`src/rtl/uart_ctrl_pkg.sv`:
```
// Shared constants and state encoding for the UART transmit arbiter.
package uart_ctrl_pkg;

  localparam int unsigned DATA_W          = 8;
  localparam int unsigned DEFAULT_TIMEOUT = 60000;

  localparam logic [1:0] ST_IDLE  = 2'd0;
  localparam logic [1:0] ST_START = 2'd1;
  localparam logic [1:0] ST_WAIT  = 2'd2;

  typedef enum logic [1:0] {
    StIdle  = ST_IDLE,
    StStart = ST_START,
    StWait  = ST_WAIT
  } state_e;

endpackage

```
`src/rtl/rr_pick.sv`:
```
// Combinational round-robin picker: first set request strictly after last_i, wrapping around.
module rr_pick #(
  parameter int unsigned N    = 4,
  parameter int unsigned IdxW = $clog2(N)
) (
  input  logic [N-1:0]    req_i,
  input  logic [IdxW-1:0] last_i,
  output logic            valid_o,
  output logic [IdxW-1:0] idx_o
);

  logic [IdxW-1:0] cand;

  always_comb begin
    valid_o = 1'b0;
    idx_o   = '0;
    cand    = '0;
    // Scan farthest first so the nearest hit after last_i overwrites the rest.
    for (int off = int'(N); off >= 1; off--) begin
      cand = IdxW'((int'(last_i) + off) % int'(N));
      if (req_i[cand]) begin
        valid_o = 1'b1;
        idx_o   = cand;
      end
    end
  end

endmodule

```
`src/rtl/uart_tx_arbiter.sv`:
```
// Round-robin arbiter sharing one UART transmitter between NUM_REQ clients, with a tx_end watchdog.
module uart_tx_arbiter
  import uart_ctrl_pkg::*;
#(
  parameter int unsigned NUM_REQ = 4,
  parameter int unsigned TIMEOUT = DEFAULT_TIMEOUT
) (
  input  logic                      clk,
  input  logic                      rst,
  input  logic [NUM_REQ-1:0]        req,
  input  logic [NUM_REQ*DATA_W-1:0] req_data,
  output logic [NUM_REQ-1:0]        gnt,
  output logic [NUM_REQ-1:0]        done,
  output logic [NUM_REQ-1:0]        err,
  output logic                      busy,
  output logic                      tx_req,
  output logic [DATA_W-1:0]         tx_data,
  input  logic                      tx_end
);

  localparam int unsigned IdxW = $clog2(NUM_REQ);
  localparam int unsigned CntW = $clog2(TIMEOUT + 1);

  state_e              state_q, state_d;
  logic [NUM_REQ-1:0]  gnt_q, gnt_d;
  logic [NUM_REQ-1:0]  done_q, done_d;
  logic [NUM_REQ-1:0]  err_q, err_d;
  logic                tx_req_q, tx_req_d;
  logic [DATA_W-1:0]   tx_data_q, tx_data_d;
  logic [CntW-1:0]     cnt_q, cnt_d;
  logic [IdxW-1:0]     last_q, last_d;
  logic [IdxW-1:0]     idx_q, idx_d;

  logic                pick_valid;
  logic [IdxW-1:0]     pick_idx;

  rr_pick #(
    .N    (NUM_REQ),
    .IdxW (IdxW)
  ) u_rr_pick (
    .req_i   (req),
    .last_i  (last_q),
    .valid_o (pick_valid),
    .idx_o   (pick_idx)
  );

  always_comb begin
    state_d   = state_q;
    gnt_d     = gnt_q;
    done_d    = '0;
    err_d     = '0;
    tx_req_d  = 1'b0;
    tx_data_d = tx_data_q;
    cnt_d     = cnt_q;
    last_d    = last_q;
    idx_d     = idx_q;
    unique case (state_q)
      StIdle: begin
        if (pick_valid) begin
          state_d   = StStart;
          idx_d     = pick_idx;
          gnt_d     = NUM_REQ'(1) << pick_idx;
          tx_data_d = req_data[DATA_W*int'(pick_idx) +: DATA_W];
          tx_req_d  = 1'b1;
          cnt_d     = '0;
        end
      end
      StStart: begin
        // Counting starts with the tx_req cycle so the abort lands TIMEOUT cycles after it.
        state_d = StWait;
        cnt_d   = cnt_q + CntW'(1);
      end
      StWait: begin
        cnt_d = cnt_q + CntW'(1);
        if (tx_end) begin
          done_d  = gnt_q;
          gnt_d   = '0;
          last_d  = idx_q;
          state_d = StIdle;
        end else if (cnt_q == CntW'(TIMEOUT - 1)) begin
          err_d   = gnt_q;
          gnt_d   = '0;
          last_d  = idx_q;
          state_d = StIdle;
        end
      end
      default: state_d = StIdle;
    endcase
  end

  always_ff @(posedge clk) begin
    if (rst) begin
      state_q   <= StIdle;
      gnt_q     <= '0;
      done_q    <= '0;
      err_q     <= '0;
      tx_req_q  <= 1'b0;
      tx_data_q <= '0;
      cnt_q     <= '0;
      last_q    <= IdxW'(NUM_REQ - 1);
      idx_q     <= '0;
    end else begin
      state_q   <= state_d;
      gnt_q     <= gnt_d;
      done_q    <= done_d;
      err_q     <= err_d;
      tx_req_q  <= tx_req_d;
      tx_data_q <= tx_data_d;
      cnt_q     <= cnt_d;
      last_q    <= last_d;
      idx_q     <= idx_d;
    end
  end

  assign gnt     = gnt_q;
  assign done    = done_q;
  assign err     = err_q;
  assign tx_req  = tx_req_q;
  assign tx_data = tx_data_q;
  assign busy    = (state_q != StIdle);

endmodule

```
`config.mk`:
```
export PLATFORM = sky130hd
export DESIGN_NAME = uart_tx_arbiter
export DESIGN_NICKNAME = d
export VERILOG_FILES = /design/src/rtl/uart_ctrl_pkg.sv /design/src/rtl/rr_pick.sv /design/src/rtl/uart_tx_arbiter.sv
export SDC_FILE = /design/constraint.sdc
export NUM_CORES = 1
export LEC_CHECK = 0
export BUFFER_PORTS_ARGS = -buffer_cell sky130_fd_sc_hd__buf_2
export CORE_MARGIN = 2
export CORE_UTILIZATION = 51
export DETAILED_ROUTE_END_ITERATION = 16
export PLACE_DENSITY = 0.81
export SLEW_MARGIN = 5
export SYNTH_ARGS = -nofsm -noshare
export SYNTH_HDL_FRONTEND = slang
export SYNTH_SLANG_ARGS = --single-unit
```
`constraint.sdc`:
```
create_clock -name clk -period 2.5 [get_ports clk]
set_input_delay 0.25 -clock clk [delete_from_list [all_inputs] [get_ports clk]]
set_output_delay 0.25 -clock clk [all_outputs]
set_load 0.03 [all_outputs]
```
* After elaboration in Yosys (flattened, before gate mapping)
Index checks and enable logic that the tools add are counted.
** Storage, ports and cells
- Register bits :: 43
- Logic and storage cells :: 72
- Output and inout port bits :: 22
- Input port bits :: 39
** Cells by class
- Eq/ne operators :: 5
- Reduce and logical (&&, ||, !) cells :: 14
- Magnitude comparators :: 4
- Mux-type cells :: 29
- Bitwise logic cells :: 4
- Add/subtract/negate cells :: 5
- Shift operators :: 2
** Operator list (count)
- case mux 16 bit (2 select lines) :: 1
- variable part select 32 x 6 -> 8 bit :: 1
- 2-to-1 mux 2 bit :: 9
- adder 16 x 1 -> 16 bit, second input constant :: 1
- equality test 16 bit, second input constant :: 1
- 2-to-1 mux 16 bit :: 1
- < comparator 2 x 3 -> 1 bit, second input constant :: 4
- 2-to-1 mux 4 bit :: 3
- 2-to-1 mux 1 bit :: 9
- binary-select mux 1 bit (select 2 bit) :: 4
- case mux 4 bit (2 select lines) :: 1
- AND reduction 2 bit :: 4
- nonzero test 2 bit :: 4
- case mux 2 bit (3 select lines) :: 1
- adder 2 x 1 -> 2 bit, second input constant :: 2
- adder 2 bit, second input constant :: 2
- inverter 1 bit :: 4
- OR reduction 2 bit :: 2
- OR reduction 4 bit :: 1
- left shift 1 x 2 -> 4 bit, first input constant :: 1
- inequality test 3 bit, second input constant :: 1
- AND reduction 3 bit :: 1
- OR reduction 3 bit :: 1
- equality test 2 x 1 -> 1 bit, second input constant :: 1
- 3 further kinds :: 3

* Logic depth before layout (Yosys ltp)
- Depth in word-level cells :: 10
- Depth in mapped cells :: 8
- Depth with buffers taken out :: 7

* Modules after synthesis
From an unflattened synthesis, not the netlist that was laid out.
** Unflattened totals
- Cell total of the unflattened synthesis :: 237
- Area total of the unflattened synthesis :: 2208.4 sq um
** Modules (own cells, without submodules)
- uart_tx_arbiter :: times used 1, cells each 223, area each 2117.0 sq um
- rr_pick :: times used 1, cells each 14, area each 91.3 sq um

* Worst setup path before layout
Ideal clock, no wire load.
- Path type :: flip-flop to flip-flop
- Start point :: register state_q[0]
- End point :: register tx_data_q[0], in the netlist tx_data[0]
- Data required time :: 2.381 ns
- Slack :: 0.568 ns
- Clock period less this slack :: 1.932 ns
- Buffers on the path :: 2
- Stages on the path, launching flop included :: 9
- Arrival time :: 1.813 ns
- Cell sequence :: dfxtp_1 -> inv_1 -> ha_1 -> buf_2 -> inv_1 -> nor2_1 -> nand2b_1 -> clkbuf_1 -> o221a_2
** Between the ends
- Cells in the longest elaborated chain, start to end :: 2
** Ends and longest elaborated chain
- start, declared :: RTL line uart_tx_arbiter.sv:24 : state_e state_q, state_d;
- start signal, assigned :: RTL line uart_tx_arbiter.sv:93 : state_q <= StIdle;
- start signal, assigned :: RTL line uart_tx_arbiter.sv:103 : state_q <= state_d;
- logical NOT 2 bit :: RTL line uart_tx_arbiter.sv:57 : unique case (state_q)
- AND reduction 2 bit (no line)
- end signal, assigned :: RTL line uart_tx_arbiter.sv:108 : tx_data_q <= tx_data_d;
- end, declared :: RTL line uart_tx_arbiter.sv:29 : logic [DATA_W-1:0] tx_data_q, tx_data_d;
No other way between the ends.
A chain may end at the register's enable or synchronous reset.

* Final worst setup path
- Start point :: register state_q[0]
- End point :: register cnt_q[8]
** Between the ends
- Cells in the longest elaborated chain, start to end :: 4
- Elaborated cells between the ends (all ways) :: 8
** Ends and longest elaborated chain
- equality test 2 bit or equality test 2 x 1 -> 1 bit (tied branches) :: RTL line uart_tx_arbiter.sv:57
- OR reduction 2 bit (no line)
- nonzero test 2 bit (no line)
- AND reduction 2 bit (no line)
- end signal, assigned :: RTL line uart_tx_arbiter.sv:109 : cnt_q <= cnt_d;
- end, declared :: RTL line uart_tx_arbiter.sv:30 : logic [CntW-1:0] cnt_q, cnt_d;
Several ways; a longest one is shown, not always the timed one.

==> impl_metrics.csv <==
group,metric,value,unit
grt,grt_max_degree,25,
drt,wire_per_inst,12.4,um
cts,cts_tree,"yes",
drt,drt_wl_total,4.16,mm
pwr,peakVddDrop,0.308,mV
logic_synthesis,yosysWarnings,0,
drt,first_pass_iters,4,
die,die-area,0.00455,mm2
hold_path,hold-path-endpoint,"tx_data[5]",
setup_path,cp-startpoint,"state_q[0]",
grt,antenna_found_initial,0,
pwr,power_density,664,mW/mm2
setup_path,rr_worst_depth,5,
setup_path,end_kind,"flip-flop",
drt,ant_nets,0,
drt,avgViaCountPerCell,5.24,
cts,postCtsSetupRepairBufs,0,
flow_run,drv_cap,0,
logic_synthesis,synth.most_common_cell,"dfxtp_1",
pwr,p_sw_share,29.1,%
die,dieWidth,67.4,um
grt,grt_pass1_vias,1640,
logic_synthesis,ys_seq_area_share,42.0,%
timing,tightestPinTransition,1020,ps
setup_path,path_class,"reg -> reg",
setup_path,reg2reg_slack,410,ps
logic_synthesis,synth-async-reset-ratio,0,%
cts,path_clk_slew,80,ps
drt,dr.max_layer_used,"met4",
timing,maxSlewViolCount,0,
layout,filler_cell_count,321,
timing,min_period_over_period,83.8,%
cts,clockBufferDepth,2,
cts,clock-sinks,43,
logic_synthesis,avgSynthCellArea,9.16,um2
drt,drc_errors,0,
place,place_congestion,0.823,
logic_synthesis,post-synth-top-area-cell,"dfxtp_1",
logic_synthesis,ys_top_cells_by_area,"dfxtp_1 42%, mux2_2 8.8%, nor2_1 7.5%",
grt,grt.total_usage,19.4,%
timing,clock-skew-final,7.88,ps
logic_synthesis,netlist_instances,224,
setup_path,r2r-end,"cnt_q[8]",
timing,final_hold_viol_count,0,
logic_synthesis,synth_seq_cells,43,
drt,wl_met3,212,um
layout,finalNetCount,330,
cts,clkLatencyLatePin,300,ps
grt,grt_pass1_wl,6.79,mm
setup_path,path_max_fanout,14,
cts,cts_inserted_buffers,5,
die,io_pins,61,
logic_synthesis,synth_top_area_share,42.0,%
timing,fmax,477,MHz
timing,holdWs,345,ps
pwr,clockPowerShare,31.0,%
logic_synthesis,synth_fp_nets,268,
cts,hold_buffers,0,
drt,wl_met2,2.01,mm
timing,setup_viol,0,
pwr,pwr-share-seq,45.5,%
cts,cts-resized-gates,0,
timing,finalCriticalPeriod,2090,ps
pwr,p_int,0.00118,W
die,coreArea,0.00394,mm2
place,io_buffers,60,
cts,cts_htree_levels,2,
pwr,p_sw,0.000486,W
drt,vias,1759,
grt,grt-ovfl-total,0,
layout,seq_area,861,um2
setup_path,start_kind,"flip-flop",
setup_path,required,2630,ps
layout,antenna_cells,0,
timing,max_slew_margin,31.8,%
run_status,outcome,"completed",
layout,drive_above_1_share,32.2,%
hold_path,hold_depth,3,
place,dpl.hpwl,3.07,mm
drt,wl_met1,1.86,mm
die,num_rows,23,
logic_synthesis,yosysUniqueCellTypes,43,
pwr,combPwrFrac,23.5,%
timing,setup_tns,0,ps
cts,root_buffer,"clkbuf_8",
logic_synthesis,synth_edf_count,0,
hold_path,min_path_type,"in -> reg",
setup_path,timing.rr.start,"state_q[0]",
die,fp.dieH,67.4,um
layout,multi_input_area,0.00114,mm2
logic_synthesis,synthTopCellsByCount,"43 x dfxtp_1, 41 x nor2_1, 16 x mux2_2, 16 x nand2_1, 13 x xor2_1",
setup_path,cp.arrival,2230,ps
logic_synthesis,synth_area,0.00205,mm2
die,initial_core_util,52.0,%
drt,first_iter_violations,96,
layout,synthToLayoutAreaGrowth,22.5,%
timing,rsz0062_at_grt,"no",
hold_path,min-delay-start,"req_data[13]",
pwr,p_leak,1.12,nW
logic_synthesis,ys.flop_type,"dfxtp_1",
## cell type report
class,count,share of cell area [%]
repair buffers,63,12.8
inverters,7,1.05
clock inverters,1,1.19
flip-flops and latches,43,34.2
well taps,50,2.49
multi-input cells,166,45.3
clock buffers,6,2.89
## routing by layer
metal  vias to the layer above  global-route usage (%)
met5                         -                       0
met4                         0                    9.44
met3                         8                    3.83
met2                        58                    33.0
met1                       790                    23.2
li1                        903                       -
## power groups by stage
stage / Clock (W) / Sequential (W) / Combinational, W
global route: 0.000555 / 0.000765 / 0.000432
CTS: 0.000527 / 0.000759 / 0.000394
floorplan: 0 / 0.000833 / 0.000221
global placement: 0 / 0.000773 / 0.000389
finish: 0.000518 / 0.000759 / 0.000391
detailed placement: 0 / 0.000774 / 0.000392
## cell usage in the layout, fill, tap and decap left out, types with 5 or more instances in the layout
cell type,n
buf_2,60
dfxtp_1,43
nor2_1,41
nand2_1,16
mux2_2,16
xor2_1,13
and2_1,8
nand3_1,8
o221a_1,7
inv_1,6
a21oi_1,6
nand2b_1,5
ha_1,5
clkbuf_8,5
## how the worst max path moves through the flow
stage          depth (start not counted)          to  slack, ps
5_1_grt                                5    cnt_q[8]        220
6_report                               5    cnt_q[8]        410
3_5_place_dp                           5    cnt_q[7]        410
3_3_place_gp                           5    cnt_q[7]        540
2_1_floorplan                          8  tx_data[0]        570
4_1_cts                                5    cnt_q[8]        380
## critical path, stage by stage, from the launching register on
cell      delay, ps
dfxtp_1         330
inv_1           110
ha_1            360
nand2b_1        170
o21bai_1        820
nor2_1          140
## metrics by stage
| stage | cells | power, W | setup slack, ps | instance area [um2] | util (%) |
|---|---|---|---|---|---|
| after floorplan | 224 | 0.00105 | 568 | 2050 | - |
| after global placement | 329 | 0.00116 | 543 | 2410 | 61.2 |
| after detailed placement | 329 | 0.00117 | 407 | 2410 | 61.2 |
| after CTS | 336 | 0.00168 | 378 | 2510 | 63.8 |
| after global routing | 336 | 0.00175 | 218 | 2510 | 63.8 |
| final | 336 | 0.00167 | 405 | 2510 | 63.8 |
## sequential cells by signal, summed over array words and instances, names as in the netlist
signal and count:
done 4, err 4, cnt_q 16, tx_req 1, gnt 4, state_q 2, idx_q 2, tx_data 8
last_q 2
## kinds of logic after synthesis
logic type	Yosys count	share of synthesized area [%]
AOI/OAI and AO/OA	25	10.4
xor gates and xnor gates	14	5.98
adders and majority gates	5	3.05
buffers and inverters	15	2.93
DFF	43	42.0
muxes	20	10.7
and+or+nand+nor	102	24.9
Power figures use the tool's default switching activity.
